## src/rtl/chipinvaders_pkg.sv

```systemverilog
// Shared types for the chipinvaders button front end: button channel indices,
// auto-repeat FSM states and a small elaboration helper.
package chipinvaders_pkg;

    typedef enum logic [1:0] {
        BTN_LEFT  = 2'd0,
        BTN_RIGHT = 2'd1,
        BTN_SHOOT = 2'd2
    } btn_idx_e;

    localparam int N_BTN_C = 3;

    typedef enum logic [1:0] {
        RPT_IDLE   = 2'd0,
        RPT_DELAY  = 2'd1,
        RPT_REPEAT = 2'd2
    } repeat_state_e;

    function automatic int max_int(input int a, input int b);
        return (a > b) ? a : b;
    endfunction

endpackage

```

## src/rtl/button_debounce_ch.sv

```systemverilog
// One button channel: synchroniser, debouncer, press/release pulses and, when
// BUTTON_CONDITIONER_AUTOREPEAT_EN is defined, a hold-to-repeat FSM.
module button_debounce_ch
    import chipinvaders_pkg::*;
#(
    parameter int SYNC_STAGES     = 2,
    parameter int DEBOUNCE_CYCLES = 250000,
    parameter bit ACTIVE_LOW      = 1'b0,
    parameter int REPEAT_DELAY    = 12500000,
    parameter int REPEAT_PERIOD   = 2500000
) (
    input  logic          clk,
    input  logic          rst_n,
    input  logic          raw_i,
    output logic          level_o,
    output logic          press_o,
    output logic          release_o,
    output repeat_state_e rpt_state_o
);

    localparam int                CNT_W    = $clog2(DEBOUNCE_CYCLES + 1);
    localparam logic [CNT_W-1:0]  CNT_LAST = CNT_W'(DEBOUNCE_CYCLES - 1);
    // Chain resets to the pad's released level so deassertion never looks like a press.
    localparam logic [SYNC_STAGES-1:0] SYNC_RST = {SYNC_STAGES{ACTIVE_LOW}};

    if (SYNC_STAGES < 2 || DEBOUNCE_CYCLES < 1 || REPEAT_DELAY < 1 || REPEAT_PERIOD < 1) begin : g_bad_param
        $error("button_debounce_ch: invalid parameter set");
    end

    logic [SYNC_STAGES-1:0] sync_q, sync_d;
    logic [CNT_W-1:0]       cnt_q, cnt_d;
    logic                   lvl_q, lvl_d;
    logic                   press_q, press_d;
    logic                   rel_q, rel_d;
    logic                   sync_lvl;
    logic                   acc_press, acc_release;
    logic                   rpt_fire;

    always_comb begin
        sync_d      = {sync_q[SYNC_STAGES-2:0], raw_i};
        sync_lvl    = sync_q[SYNC_STAGES-1] ^ ACTIVE_LOW;
        cnt_d       = '0;
        lvl_d       = lvl_q;
        acc_press   = 1'b0;
        acc_release = 1'b0;
        if (sync_lvl != lvl_q) begin
            if (cnt_q == CNT_LAST) begin
                lvl_d       = sync_lvl;
                acc_press   = sync_lvl;
                acc_release = ~sync_lvl;
            end else begin
                cnt_d = cnt_q + 1'b1;
            end
        end
        press_d = acc_press | rpt_fire;
        rel_d   = acc_release;
    end

    always_ff @(posedge clk or negedge rst_n) begin
        if (!rst_n) begin
            sync_q  <= SYNC_RST;
            cnt_q   <= '0;
            lvl_q   <= 1'b0;
            press_q <= 1'b0;
            rel_q   <= 1'b0;
        end else begin
            sync_q  <= sync_d;
            cnt_q   <= cnt_d;
            lvl_q   <= lvl_d;
            press_q <= press_d;
            rel_q   <= rel_d;
        end
    end

`ifdef BUTTON_CONDITIONER_AUTOREPEAT_EN
    localparam int               TMR_W        = $clog2(max_int(REPEAT_DELAY, REPEAT_PERIOD) + 1);
    localparam logic [TMR_W-1:0] DELAY_LAST   = TMR_W'(REPEAT_DELAY - 1);
    localparam logic [TMR_W-1:0] PERIOD_LAST  = TMR_W'(REPEAT_PERIOD - 1);

    repeat_state_e    state_q, state_d;
    logic [TMR_W-1:0] tmr_q, tmr_d;

    // A release accepted in the same cycle as a repeat tick wins: no pulse.
    always_comb begin
        state_d  = state_q;
        tmr_d    = tmr_q;
        rpt_fire = 1'b0;
        case (state_q)
            RPT_IDLE: begin
                if (acc_press) begin
                    state_d = RPT_DELAY;
                    tmr_d   = '0;
                end
            end
            RPT_DELAY: begin
                if (acc_release) begin
                    state_d = RPT_IDLE;
                end else if (tmr_q == DELAY_LAST) begin
                    rpt_fire = 1'b1;
                    state_d  = RPT_REPEAT;
                    tmr_d    = '0;
                end else begin
                    tmr_d = tmr_q + 1'b1;
                end
            end
            RPT_REPEAT: begin
                if (acc_release) begin
                    state_d = RPT_IDLE;
                end else if (tmr_q == PERIOD_LAST) begin
                    rpt_fire = 1'b1;
                    tmr_d    = '0;
                end else begin
                    tmr_d = tmr_q + 1'b1;
                end
            end
            default: state_d = RPT_IDLE;
        endcase
    end

    always_ff @(posedge clk or negedge rst_n) begin
        if (!rst_n) begin
            state_q <= RPT_IDLE;
            tmr_q   <= '0;
        end else begin
            state_q <= state_d;
            tmr_q   <= tmr_d;
        end
    end

    assign rpt_state_o = state_q;
`else
    assign rpt_fire    = 1'b0;
    assign rpt_state_o = RPT_IDLE;
`endif

    assign level_o   = lvl_q;
    assign press_o   = press_q;
    assign release_o = rel_q;

endmodule

```

## src/rtl/button_conditioner.sv

```systemverilog
// Conditions the raw button pads for the game core: one independent
// debounce channel per button. Auto-repeat via BUTTON_CONDITIONER_AUTOREPEAT_EN.
module button_conditioner
    import chipinvaders_pkg::*;
#(
    parameter int N_BTN           = N_BTN_C,
    parameter int SYNC_STAGES     = 2,
    parameter int DEBOUNCE_CYCLES = 250000,
    parameter int ACTIVE_LOW      = 0,
    parameter int REPEAT_DELAY    = 12500000,
    parameter int REPEAT_PERIOD   = 2500000
) (
    input  logic               clk,
    input  logic               rst_n,
    input  logic [N_BTN-1:0]   btn_raw_i,
    output logic [N_BTN-1:0]   btn_level_o,
    output logic [N_BTN-1:0]   btn_press_o,
    output logic [N_BTN-1:0]   btn_release_o,
    output logic [2*N_BTN-1:0] rpt_state_o
);

    for (genvar i = 0; i < N_BTN; i++) begin : g_ch
        button_debounce_ch #(
            .SYNC_STAGES    (SYNC_STAGES),
            .DEBOUNCE_CYCLES(DEBOUNCE_CYCLES),
            .ACTIVE_LOW     (ACTIVE_LOW != 0),
            .REPEAT_DELAY   (REPEAT_DELAY),
            .REPEAT_PERIOD  (REPEAT_PERIOD)
        ) u_ch (
            .clk        (clk),
            .rst_n      (rst_n),
            .raw_i      (btn_raw_i[i]),
            .level_o    (btn_level_o[i]),
            .press_o    (btn_press_o[i]),
            .release_o  (btn_release_o[i]),
            .rpt_state_o(rpt_state_o[2*i +: 2])
        );
    end

endmodule

```

## config.mk

```make
export PLATFORM = sky130hd
export DESIGN_NAME = button_conditioner
export DESIGN_NICKNAME = d
export VERILOG_FILES = /design/src/rtl/chipinvaders_pkg.sv /design/src/rtl/button_debounce_ch.sv /design/src/rtl/button_conditioner.sv
export SDC_FILE = /design/constraint.sdc
export NUM_CORES = 1
export LEC_CHECK = 0
export BUFFER_PORTS_ARGS = -buffer_cell sky130_fd_sc_hd__buf_4
export CORE_AREA = 2 2 85 87
export CTS_CLUSTER_SIZE = 16
export DETAILED_ROUTE_END_ITERATION = 10
export DIE_AREA = 0 0 87 89
export PLACE_DENSITY = 0.67
export SLEW_MARGIN = 20
export SYNTH_ARGS = -nofsm -noshare
export SYNTH_HDL_FRONTEND = slang
export SYNTH_SLANG_ARGS = --single-unit
```

## constraint.sdc

```tcl
create_clock -name clk -period 2.8 [get_ports clk]
set_clock_uncertainty 0.2 [all_clocks]
set_input_delay 0 -clock clk [delete_from_list [all_inputs] [get_ports clk]]
set_output_delay 0 -clock clk [all_outputs]
set_load 0.01 [all_outputs]
```

==> qor.yml, run 1 <==
run_status: "finished clean"
nets: 338
period_share_pct: 85.6
synth_most_common_cell: "dfrtp_1"
critical-path-slowest-cell: "or4b_1"
netlist_instances: 319
half_perimeter_wire_length_after_placement_um: 3880
cts_tree: "built"
maxClockFrequency_ghz: 0.417
global_route.peak_usage_layer: "met2"
core.rowCount: 30
cp_top_family: "simple AND/OR/NAND/NOR gates"
inserted_clock_buffers: 9
synth-xor-area-share_pct: 11.7
p_sw_uw: 431
p_seq_share_pct: 55.8
synth_mux_area_share_pct: 1.14
path_length_in_cells_of_the_critical_path: 5
max-vdd-ir-drop_v: 0.000247
post_synth_num_cell_types: 39
gp_congestion: 0.821
synth.top_cells.by_area: "dfrtp_1 (52%), xnor2_1 (7.2%), nor2_1 (5.6%)"
maxSlewViolCount: 0
ys_seq_area_share_pct: 52.2
grt_pass1_vias: 2238
max_cap_viol_count: 0
filler_cell_count: 590
clk_pin_slew_worst_paths_ns: 0.08
grt.total_usage_pct: 16.9
dr.pass1.iters: 4
combinational_family_with_the_most_area_after_synthesis: "simple AND/OR/NAND/NOR gates"
holdWs_ns: 0.0961
cellLeakagePower_nw: 1.52
synthesis.area_sq_um: 3310
total_inserted_antenna_cells: 0
swShare_pct: 23.5
r2r_end: "g_ch[0].u_ch.cnt_q[9]"
drive_gt1_share_pct: 12.8
reg2reg_depth: 5
endpoint_kind: "register"
share_clk_of_total_power_pct: 40.6
timing.final.setup_violations: 0
hold_violations: 0
die_width_um: 87
grt_setup_unrepaired: "no"
worst-path-max-fanout: 11
synth_area_per_cell_sq_um: 10.4
route.vias.total: 2258
synth.yosys.warnings: 0
setup.worst_path.start: "g_ch[0].u_ch.cnt_q[4]"
grt.met2_usage_pct: 25.9
post-place-cells: 395
via_per_inst: 5.44
tns_ns: 0
required_ns: 2.83
clock_latency_ns: 0.34
stdcell_count: 415
synth_top_cells_by_count: "dfrtp_1 (69), nor2_1 (49), xnor2_1 (27), nand4_1 (20), xor2_1 (17)"
detail_route.iter0.violations: 95
timing.hold.worst.class: "primary input to asynchronous set/reset pin"
cpPeakStageDelay_ns: 0.53
ant_nets: 0
synth_async_sr_flop_share_pct: 100
synth_seq_cells: 69
totalPowerFinal_mw: 1.83
crit_path_start_kind: "register"
synth_top_area_share_pct: 52.2
finalWorstPathRequiredPeriod_ns: 2.40
post-route-drc-count: 0
antenna_found_initial: 0
grt_first_pass_wirelength_um: 10100
synth_compound_area_share_pct: 3.06
worst_r2r_startpoint: "g_ch[0].u_ch.cnt_q[4]"
timing.critical_path.to: "g_ch[0].u_ch.cnt_q[9]"
synth_enable_flop_cells: 0
slew-limit-headroom_pct: 43.4
predominant_post_synthesis_flop_cell: "dfrtp_1"
globalRouteOverflowTotal: 0
synth-simple-area-share_pct: 25.3
path_cells: "or4b_1, or4_4, o21ai_2, buf_4, nor2_1"
power-per-cell-area_nw_per_um2: 509
buffer_ports.inserted: 13
internal_power_mw: 1.40
synth.largest_area_cell: "dfrtp_1"
setup.reg_to_reg.worst_slack_ns: 0.40
grt_use_met1_pct: 22.2
die_height_um: 89
worstPathArrival_ns: 2.43
worstSetupPathType: "register to register"
ctsRootBufferMaster: "clkbuf_8"
grt_max_degree: 70
io-pin-count: 20
fp.dieArea_sq_um: 7740
clock_path_buffers: 2
worst_pin_slew_ns: 0.848
groute.layer.met3.usage_pct: 5.72
power.combinational.fraction_pct: 3.6
areaGrowthSynthToFinish_pct: 9.04
initial_core_util_pct: 49.2
htree_num_levels: 3
path_buf_inv: 1
routed_wire_length_per_instance_um: 13.9
cts_repair_resize_count: 0
synth_adder_area_share_pct: 1.14
clock-sinks: 69
design.core.area_sq_um: 6720
route.final.wire_length_um: 5760
-- per-stage QoR --
step                setup slack, ns  utilization, %  cell area [sq um]
floorplan                     0.451               -               3330
global placement              0.456            50.3               3380
detailed placement            0.421            50.3               3380
CTS                           0.393            53.7               3610
global route                  0.316            53.7               3610
finish                        0.402            53.7               3610
-- per-layer routing --
layer	vias up	wire length, um
met5	-	0
met4	0	74
met3	8	149
met2	32	2670
met1	1094	2870
li1	1124	-
-- worst min path at each step --
| stage | depth (start not counted) | to | slack, ns |
|---|---|---|---|
| 2_1_floorplan | 0 | g_ch[0].u_ch.cnt_q[0] | -0.50 |
| 3_3_place_gp | 1 | g_ch[2].u_ch.sync_q[0] | -0.09 |
| 5_1_grt | 2 | g_ch[2].u_ch.sync_q[0] | 0.09 |
| 3_5_place_dp | 1 | g_ch[2].u_ch.sync_q[0] | -0.09 |
| 4_1_cts | 2 | g_ch[2].u_ch.sync_q[0] | 0.09 |
| 6_report | 2 | g_ch[2].u_ch.cnt_q[16] | 0.1 |
-- cells by family after synthesis --
group           Yosys count
xor+xnor                 44
mux                       3
simple gates            154
buf+inv                  28
compound gates           17
flops                    69
other cells               1
fa+ha+maj                 3
-- layout by cell type, fill, tap and decap left out, types with 2 or more instances in the layout --
master,n
clkinvlp_4,2
nand4_1,20
clkinv_2,2
nor3_1,5
conb_1,6
and3_1,6
nand3_1,14
nor2_1,49
o31ai_1,3
or3_1,4
buf_4,16
mux2_2,2
nand2_1,14
dfrtp_1,69
xor2_1,17
and4_1,6
a21oi_1,7
dlygate4sd3_1,4
or2_2,2
nor4_1,10
nor3b_1,7
clkbuf_8,11
ha_1,3
inv_1,3
o21ai_0,4
or4_1,8
xnor2_1,27
-- layout make-up --
class                   instances  area, sq um  share of cell area [%]
well taps                      80          100                    2.78
multi-input cells             227         1420                    39.5
clock inverters                 5         33.8                   0.937
flip-flops and latches         69         1730                    47.9
clock buffers                  11          151                    4.20
inverters                       3         11.3                   0.312
repair buffers                 20          160                    4.44
-- flip-flops by register name, summed over array words and instances (netlist names) --
register and cells:
g_ch.u_ch.cnt_q 54, g_ch.u_ch.level_o 3, g_ch.u_ch.press_o 3, g_ch.u_ch.release_o 3, g_ch.u_ch.sync_q 6
-- timing repair --
action,in CTS,in global routing
hold endpoints to repair,72,0
buffers inserted,0,0
hold buffers,4,0
-- power groups by stage --
stage	clock network [mW]	logic, mW	registers, mW
finish	0.744	0.0660	1.02
floorplan	0	0.0379	1.04
global route	0.814	0.0778	1.03
detailed placement	0	0.0636	1.04
CTS	0.771	0.0682	1.02
global placement	0	0.0621	1.04
Note: power is estimated with default switching activity, not from simulation.
==> run 2, diff against run 1 <==
ABC_AREA = 1   (was not set)
CORE_AREA = 10 10 97 99   (was 2 2 85 87)
DIE_AREA = 0 0 107 109   (was 0 0 87 89)
==> qor.yml, run 2 <==
tns_ns: 0  # unchanged
worst_pin_slew_ns: 0.843  # -0.00529 ns
clock_path_buffers: 2  # unchanged
total_area_of_multi_input_combinational_cells_sq_um: 1700  # +19%
layout_setup_ws_ns: 1.14  # +0.735 ns
core.rowCount: 32  # +6.7%
synth.top_cells.by_area: "dfrtp_1 (47%), nor2_1 (12%), nand2_1 (8.5%)"
slew-limit-headroom_pct: 43.8  # +0.35 points
synth.yosys.warnings: 0  # unchanged
synth_top_cells_by_count: "nor2_1 (119), nand2_1 (83), dfrtp_1 (69), inv_1 (39), nand3_1 (31)"
timing.hold.worst.class: "primary input to register"
synth_most_common_cell: "nor2_1"
pre_cts_slack_ns: 1.14  # +0.717 ns
filler_cell_count: 720  # +22%
timing.final.setup_violations: 0  # unchanged
dr.pass1.iters: 5  # +1
top_regs: "g_ch.u_ch.cnt_q: 54 flops, g_ch.u_ch.sync_q: 6 flops"
globalRouteOverflowTotal: 0  # unchanged
cts_repair_resize_count: 0  # unchanged
power-per-cell-area_nw_per_um2: 443  # -13%
synthesis.area_sq_um: 3680  # +11%
period_share_pct: 59.4  # -26 points
total_inserted_antenna_cells: 0  # unchanged
synth_enable_flop_cells: 0  # unchanged
buffer_ports.inserted: 13  # unchanged
synth_seq_cells: 69  # unchanged
die_height_um: 109  # +22%
htree_num_levels: 3  # unchanged
clock-sinks: 69  # unchanged
areaGrowthSynthToFinish_pct: 8.83
fp.dieArea_sq_um: 11700  # +51%
synth.largest_area_cell: "dfrtp_1"
grt.total_usage_pct: 12.5  # -4.4 points
max-vdd-ir-drop_v: 0.000239  # -3.0%
synth_async_sr_flop_share_pct: 100  # unchanged
synth_area_per_cell_sq_um: 8.03  # -23%
endpoint_kind: "register"
half_perimeter_wire_length_after_placement_um: 4840  # +25%
grt_max_degree: 70  # unchanged
cts-hold-fix-buffers: 4  # unchanged
initial_core_util_pct: 48.9  # -0.28 points
gp_congestion: 0.879  # +7.0%
grt_setup_unrepaired: "no"
ys_seq_area_share_pct: 46.9  # -5.3 points
io-pin-count: 20  # unchanged
netlist_instances: 459  # +44%
die_width_um: 107  # +23%
nets: 484  # +43%
clock_latency_ns: 0.34  # about the same
seqCellArea_sq_um: 1730  # unchanged
worstPathArrival_ns: 1.67  # -0.76 ns
registers.top_by_ff_count: "g_ch.u_ch.cnt_q"
detail_route.iter0.violations: 87  # -8.4%
layout_commonest_cell: "nor2_1"
grt_pass1_vias: 2616  # +17%
route.final.wire_length_um: 6690  # +16%
worst-path-max-fanout: 10  # -1
grt_first_pass_wirelength_um: 12000  # +18%
drive_gt1_share_pct: 14.1  # +1.3 points
finalWorstPathRequiredPeriod_ns: 1.66  # -0.735 ns
maxSlewViolCount: 0  # unchanged
worstSetupPathType: "register to register"
design.core.area_sq_um: 7530  # +12%
post_synth_num_cell_types: 28  # -28%
routed_wire_length_per_instance_um: 11.5  # -17%
run_status: "finished clean"
ant_nets: 0  # unchanged
clk_pin_slew_worst_paths_ns: 0.07  # about the same
max_cap_viol_count: 0  # unchanged
flip_flop_count_of_the_largest_register_after_layout: 54  # unchanged
cellLeakagePower_nw: 1.69  # +11%
via_per_inst: 4.70  # -14%
required_ns: 2.81  # -0.02 ns
route.vias.total: 2743  # +21%
crit_path_start_kind: "register"
predominant_post_synthesis_flop_cell: "dfrtp_1"
hold_violations: 0  # unchanged
synth_top_area_share_pct: 46.9  # -5.3 points
ctsRootBufferMaster: "clkbuf_8"
post-route-drc-count: 0  # unchanged
final_cell_mix: "nor2_1 (119), nand2_1 (83), dfrtp_1 (69)"
antenna_found_initial: 0  # unchanged
inserted_clock_buffers: 9  # unchanged
cts_tree: "built"
post_cts.repair.setup_buffers: 0  # unchanged
maxClockFrequency_ghz: 0.601  # +44%
[run 2: cell types whose count changed after synthesis, moves of 6 or more]
cell / previous run / this run
nor2_1: 49 / 119
nor2_2: 0 / 11
and3_1: 6 / 0
nand3_1: 14 / 31
nand2_1: 14 / 83
and4_1: 6 / 0
nor4_1: 10 / 0
inv_1: 3 / 39
xnor2_1: 27 / 10
nand4_1: 20 / 3
nand2_2: 0 / 9
or4_1: 8 / 0
nor2_4: 0 / 10
[run 2: logic make-up (layout without fill, tap and decap cells)]
| logic type | after synthesis | after routing | share of synthesized area [%] |
|---|---|---|---|
| AND/OR/NAND/NOR | 284 | 284 | 35.7 |
| flip-flops | 69 | 69 | 46.9 |
| buffers and inverters | 59 | 76 | 7.57 |
| XOR/XNOR | 26 | 26 | 6.18 |
| AO/OA/AOI/OAI | 17 | 17 | 2.51 |
| adder cells (fa/ha/maj) | 3 | 3 | 1.02 |
| other | 1 | 6 | 0.102 |
[run 2: cell type report]
class                   count  share of cell area [%]
flip-flops and latches     69                    43.1
clock inverters             5                   0.687
well taps                 102                    3.18
repair buffers             17                    3.43
inverters                  43                    4.03
clock buffers              11                    3.28
multi-input cells         336                    42.3
[run 2: power breakdown]
part / internal, mW / leakage, nW / switching, mW
clock: 0.316 / 0.0829 / 0.367
sequential: 1.01 / 0.943 / 0.0118
combinational: 0.0198 / 0.660 / 0.0505
[run 2: metrics by stage]
step                std cells  area (sq um)  utilization (%)  hold slack, ns  power [mW]
floorplan                 464          3700                -          -0.496        1.08
global placement          563          3810             50.6         -0.0896        1.11
detailed placement        563          3810             50.6         -0.0895        1.11
CTS                       583          4010             53.3          0.0846        1.81
global route              583          4010             53.3           0.108        1.87
finish                    583          4010             53.3           0.109        1.78
[run 2: final timing paths]
path                                   startpoint                endpoint  slack [ns]  depth (start not counted)
max                         g_ch[1].u_ch.cnt_q[0]  g_ch[1].u_ch.cnt_q[11]        1.14                          6
min                                  btn_raw_i[2]  g_ch[2].u_ch.sync_q[0]        0.11                          2
max reg2reg                 g_ch[1].u_ch.cnt_q[0]  g_ch[1].u_ch.cnt_q[11]        1.14                          6
min reg2reg                g_ch[1].u_ch.sync_q[0]  g_ch[1].u_ch.sync_q[1]        0.14                          0
max in group asynchronous                   rst_n    g_ch[1].u_ch.level_o        1.74                          2
min in group asynchronous                   rst_n   g_ch[2].u_ch.cnt_q[1]        0.12                          2
[run 2: metal layers]
metal | global-route usage, % | part of all wire [%] | wire, um | vias up
li1 | - | - | - | 1435
met1 | 16.7 | 50 | 3330 | 1265
met2 | 19.1 | 45 | 3030 | 34
met3 | 3.24 | 3.5 | 234 | 9
met4 | 4.55 | 1.4 | 91 | 0
met5 | 0 | 0 | 0 | -
[run 2: critical path, cell delays in order, from the launching register on]
cell     delay [ns]
dfrtp_1        0.38
ha_1           0.17
nand2_1        0.13
nor2_4         0.17
nand3_2        0.18
nand2_2        0.23
nor2_1         0.08
